==> src/rtl/if_fetch.sv <==
// Instruction-fetch front end: owns the fetch address, talks to instruction memory over
// req/ready, and feeds the IF/ID register through an output slot backed by a one-entry skid.
module if_fetch #(
    parameter logic [31:0] RESET_PC = 32'h0000_0000
) (
    input  logic        clk,
    input  logic        rst,
    input  logic [5:0]  stall,
    input  logic        ex_b_flag,
    input  logic [31:0] ex_b_addr,
    input  logic        id_b_flag,
    input  logic [31:0] id_b_addr,
    output logic        mem_req,
    output logic [31:0] mem_addr,
    input  logic [31:0] mem_rdata,
    input  logic        mem_ready,
    output logic [31:0] if_pc,
    output logic [31:0] if_inst
);

    typedef enum logic [1:0] {IDLE, FETCH, KILL, FULL} state_t;

    typedef struct packed {
        logic [31:0] pc;
        logic [31:0] inst;
    } ent_t;

    state_t      state, state_n;
    logic [31:0] req_addr, req_addr_n;
    logic [31:0] redir_addr, redir_addr_n;
    ent_t        slot, slot_n, skid, skid_n;
    logic        slot_v, slot_v_n, skid_v, skid_v_n;

    logic        redir, consume;
    logic [31:0] target;

    // Only the IF/ID stall bit matters to this stage.
    logic unused_stall;
    assign unused_stall = ^{stall[5:2], stall[0]};

    assign redir    = ex_b_flag | id_b_flag;
    assign target   = ex_b_flag ? ex_b_addr : id_b_addr;
    assign consume  = slot_v & ~stall[1];

    assign mem_req  = (state == FETCH) || (state == KILL);
    assign mem_addr = req_addr;
    assign if_pc    = slot.pc;
    assign if_inst  = slot.inst;

    always_comb begin
        state_n      = state;
        req_addr_n   = req_addr;
        redir_addr_n = redir_addr;
        slot_n       = slot;
        slot_v_n     = slot_v;
        skid_n       = skid;
        skid_v_n     = skid_v;

        if (consume) begin
            slot_n   = '0;
            slot_v_n = 1'b0;
        end
        // A redirect squashes everything already fetched, stalled or not.
        if (redir) begin
            slot_n   = '0;
            slot_v_n = 1'b0;
            skid_n   = '0;
            skid_v_n = 1'b0;
        end

        case (state)
            IDLE: begin
                state_n = FETCH;
                if (redir) req_addr_n = target;
            end
            FETCH: begin
                if (redir) begin
                    if (mem_ready) begin
                        req_addr_n = target;
                    end else begin
                        // Request cannot be withdrawn; remember the target and drop its data.
                        redir_addr_n = target;
                        state_n      = KILL;
                    end
                end else if (mem_ready) begin
                    req_addr_n = req_addr + 32'd4;
                    if (!slot_v || consume) begin
                        slot_n   = '{pc: req_addr, inst: mem_rdata};
                        slot_v_n = 1'b1;
                    end else begin
                        skid_n   = '{pc: req_addr, inst: mem_rdata};
                        skid_v_n = 1'b1;
                        state_n  = FULL;
                    end
                end
            end
            KILL: begin
                if (redir) redir_addr_n = target;
                if (mem_ready) begin
                    req_addr_n = redir ? target : redir_addr;
                    state_n    = FETCH;
                end
            end
            FULL: begin
                if (redir) begin
                    req_addr_n = target;
                    state_n    = FETCH;
                end else if (consume) begin
                    slot_n   = skid;
                    slot_v_n = 1'b1;
                    skid_n   = '0;
                    skid_v_n = 1'b0;
                    state_n  = FETCH;
                end
            end
            default: state_n = IDLE;
        endcase
    end

    always_ff @(posedge clk) begin
        if (rst) begin
            state      <= IDLE;
            req_addr   <= RESET_PC;
            redir_addr <= '0;
            slot       <= '0;
            slot_v     <= 1'b0;
            skid       <= '0;
            skid_v     <= 1'b0;
        end else begin
            state      <= state_n;
            req_addr   <= req_addr_n;
            redir_addr <= redir_addr_n;
            slot       <= slot_n;
            slot_v     <= slot_v_n;
            skid       <= skid_n;
            skid_v     <= skid_v_n;
        end
    end

endmodule

==> config.mk <==
export PLATFORM = sky130hd
export DESIGN_NAME = if_fetch
export DESIGN_NICKNAME = d
export VERILOG_FILES = /design/src/rtl/if_fetch.sv
export SDC_FILE = /design/constraint.sdc
export NUM_CORES = 1
export LEC_CHECK = 0
export ABC_AREA = 1
export CAP_MARGIN = 20
export CORE_AREA = 2 2 139 141
export CTS_BUF_LIST = sky130_fd_sc_hd__clkbuf_8 sky130_fd_sc_hd__clkbuf_16
export CTS_CLUSTER_DIAMETER = 30
export DETAILED_ROUTE_END_ITERATION = 8
export DIE_AREA = 0 0 141 143
export DONT_BUFFER_PORTS = 1
export PLACE_DENSITY_LB_ADDON = 0.2
export RECOVER_POWER = 50
export SYNTH_ARGS = -nofsm -noshare
export SYNTH_HDL_FRONTEND = slang
export SYNTH_SLANG_ARGS = --single-unit
export TNS_END_PERCENT = 20
==> constraint.sdc <==
create_clock -name clk -period 2.4 [get_ports clk]
set_input_delay 0.24 -clock clk [delete_from_list [all_inputs] [get_ports clk]]
set_output_delay 0.24 -clock clk [all_outputs]
set_load 0.01 [all_outputs]
==> results.toml, run 1 <==
[sta]
tightest_slew_ns = 0.938
slew_headroom_pct = 37.4
finalClockSkew_ns = 0.0127
setup_tns_ns = 0
worst_slack_ns = 0.0900
min_period_ns = 2.31
holdWs_ns = -0.142
rsz0062_at_grt = "false"
maxSlewViolCount = 0
setup_viol = 0
fmax_ghz = 0.433
fin_crit_sh_pct = 96.3
final_hold_viol_count = 48

[layout]
final_cell_mix = "nand2_1, a21oi_1, dfxtp_1, nand3_1, inv_1"
stdcell_area_mm2 = 0.0120
nets = 1755
syn2layout_area_growth_pct = 12.5
drive_gt1_share_pct = 7.06
nFillCells = 1770
insertedDiodeCount = 0
final_common_cell = "nand2_1"

[logic_synthesis]
async_flop_share_pct = 0
syn_area_per_cell_um2 = 6.47
synthFlopType = "dfxtp_1"
syn_nets = 1755
synthCells = 1644
yosys.cell_types.count = 38
yosysWarnings = 0
ys_ff_latch = 195
synth_area_mm2 = 0.0106
synth_edf_count = 0
ys_seq_area_share_pct = 36.7

[floorplan]
die_area_mm2 = 0.0202
die_h_um = 143
coreArea_mm2 = 0.0186
die_x_um = 141
start_util_pct = 57.2
io_pins = 204
rows = 50

[worst_setup_path]
crit_fanout = 4
crit_chain = "nand2_1 > buf_4 > nor2_1 > nand2_1 > nor2_1 > nand2_1 > nand2_1 > nand2_1 > nand2_1 > nand2_1 > nand2_1 > a21oi_1 > dlygate4sd3_1"
startpoint_type = "register"
cp-end-kind = "register"
critPathKind = "register to register"
cpMostUsedCell = "nand2_1"
crit_buf_inv = 2
slowest_delay_ns = 0.55
crit_arrival_ns = 2.64
cpMaxStageDelayCell = "dlygate4sd3_1"
critPathTopFamily = "simple AND/OR/NAND/NOR gates"
worstPathRequired_ns = 2.73

[grt]
grt_pass1_wl_um = 52200
grt_pass1_vias = 10105
grt_overflow_total = 0
grt_usage_pct = 32.0
grt_max_degree = 157
antenna_found_initial = 0

[detailed_routing]
num_vias = 11475
ant_nets = 0
drt-initial-drc-count = 1100
routed_wl_um = 33900
drc = 0
vias_per_cell = 6.07
routedWlPerCell_um = 17.9
drtPass1Iterations = 8

[clock_tree]
cts_root_buf = "clkbuf_16"
clk_pin_slew_ns = 0.08
cts_buffer_depth = 2
cts_buffers = 17
cts_sinks = 195
cts_tree = "done"
insertion_delay_ns = 0.45
htree_levels = 4

[pwr]
leakage_nw = 4.33
power.total_mw = 9.20
ir_drop_v = 0.000638
p_per_area_mw_per_mm2 = 770

[placement]
dp_hpwl_um = 21600
post-place-ws_ns = 0.251
gp_congestion = 0.911
placed_cell_area_mm2 = 0.0109
port_buffers = 0

[flow_run]
cap_violations = 0

[worst_hold_path]
hold_class = "primary input to register"

[run_status]
outcome = "complete, but fails checks"
failed_checks = "negative hold slack"
-- state kept, by name (all words and copies together), names as in the netlist --
register    cells
slot_v          1
skid           64
mem_addr       32
if_inst        32
if_pc          32
redir_addr     32
state           2
-- layer usage --
| metal | vias to the layer above | wire [um] | global-route usage [%] | part of all wire [%] |
|---|---|---|---|---|
| met3 | 111 | 2970 | 6.64 | 8.7 |
| met5 | - | 0 | 0 | 0 |
| li1 | 5536 | - | - | - |
| met4 | 0 | 1510 | 16.1 | 4.5 |
| met2 | 575 | 16200 | 54.3 | 48 |
| met1 | 5253 | 13200 | 38.7 | 39 |
-- Yosys cell counts (all sizes together) (11+ instances only) --
master / number / share of area, %
buf: 57 / 3.0
nor2: 73 / 2.9
nand3: 139 / 6.5
dfxtp: 195 / 37
nand2: 522 / 19
a31oi: 35 / 2.1
a21oi: 246 / 12
a32oi: 25 / 2.1
inv: 109 / 3.8
clkbuf: 67 / 2.4
o211ai: 27 / 2.0
a22o: 11 / 0.91
o21ai: 99 / 4.7
o22ai: 15 / 0.88
-- cell families after synthesis --
| family | Yosys count | share of synthesized area, % |
|---|---|---|
| buf+inv | 233 | 9.19 |
| flops | 195 | 36.7 |
| fa+ha+maj | 4 | 0.471 |
| simple gates | 743 | 28.6 |
| compound gates | 464 | 24.6 |
| xor+xnor | 5 | 0.412 |
-- what timing repair did --
action / in CTS / in global routing
hold buffers: 21 / 23
setup endpoints to repair: 0 / 20
gates resized for setup: 0 / 25
buffers inserted: 0 / 2
endpoints found under the hold margin: 155 / 133
-- report_power, final --
| part | internal, mW | switching, mW |
|---|---|---|
| combinational | 0.802 | 1.61 |
| clock | 1.44 | 1.51 |
| sequential | 3.53 | 0.314 |
-- final timing paths --
kind	endpoint	cells past startpoint	start	slack, ns
setup reg to reg	mem_addr[24]	13	mem_addr[5]	0.09
setup / recovery	mem_addr[24]	13	mem_addr[5]	0.09
hold reg to reg	skid[47]	2	skid[47]	0.47
hold / removal	mem_addr[25]	1	rst	-0.14
-- stage by stage --
stage	std cells	util [%]
global route	1891	64.4
finish	1891	64.4
CTS	1864	63.0
detailed placement	1811	58.6
floorplan	1644	-
global placement	1811	58.6
-- worst reg2reg max path: stages, from the launching register on --
cell and delay (ns):
dfxtp_1 0.44, nand2_1 0.15, buf_4 0.18, nor2_1 0.12, nand2_1 0.14, nor2_1 0.23, nand2_1 0.08, nand2_1 0.06
nand2_1 0.06, nand2_1 0.05, nand2_1 0.05, nand2_1 0.05, a21oi_1 0.05, dlygate4sd3_1 0.55
-- cell type report --
class                      instances  area, um2  area share (%)
clock buffer                      17        425            3.56
inverter                         109        415            3.47
sequential                       195       3920            32.7
tap                              234        293            2.45
timing repair buffer             105        913            7.64
clock inverter                    15        194            1.62
multi-input combinational       1216       5800            48.5
Note: power is estimated with default switching activity, not from simulation.
==> run 2, diff against run 1 <==
Settings changed: CAP_MARGIN 20 to default.
==> results of run 2 <==
Same layout as run 1: the final DEF is identical, and so are final timing and power.
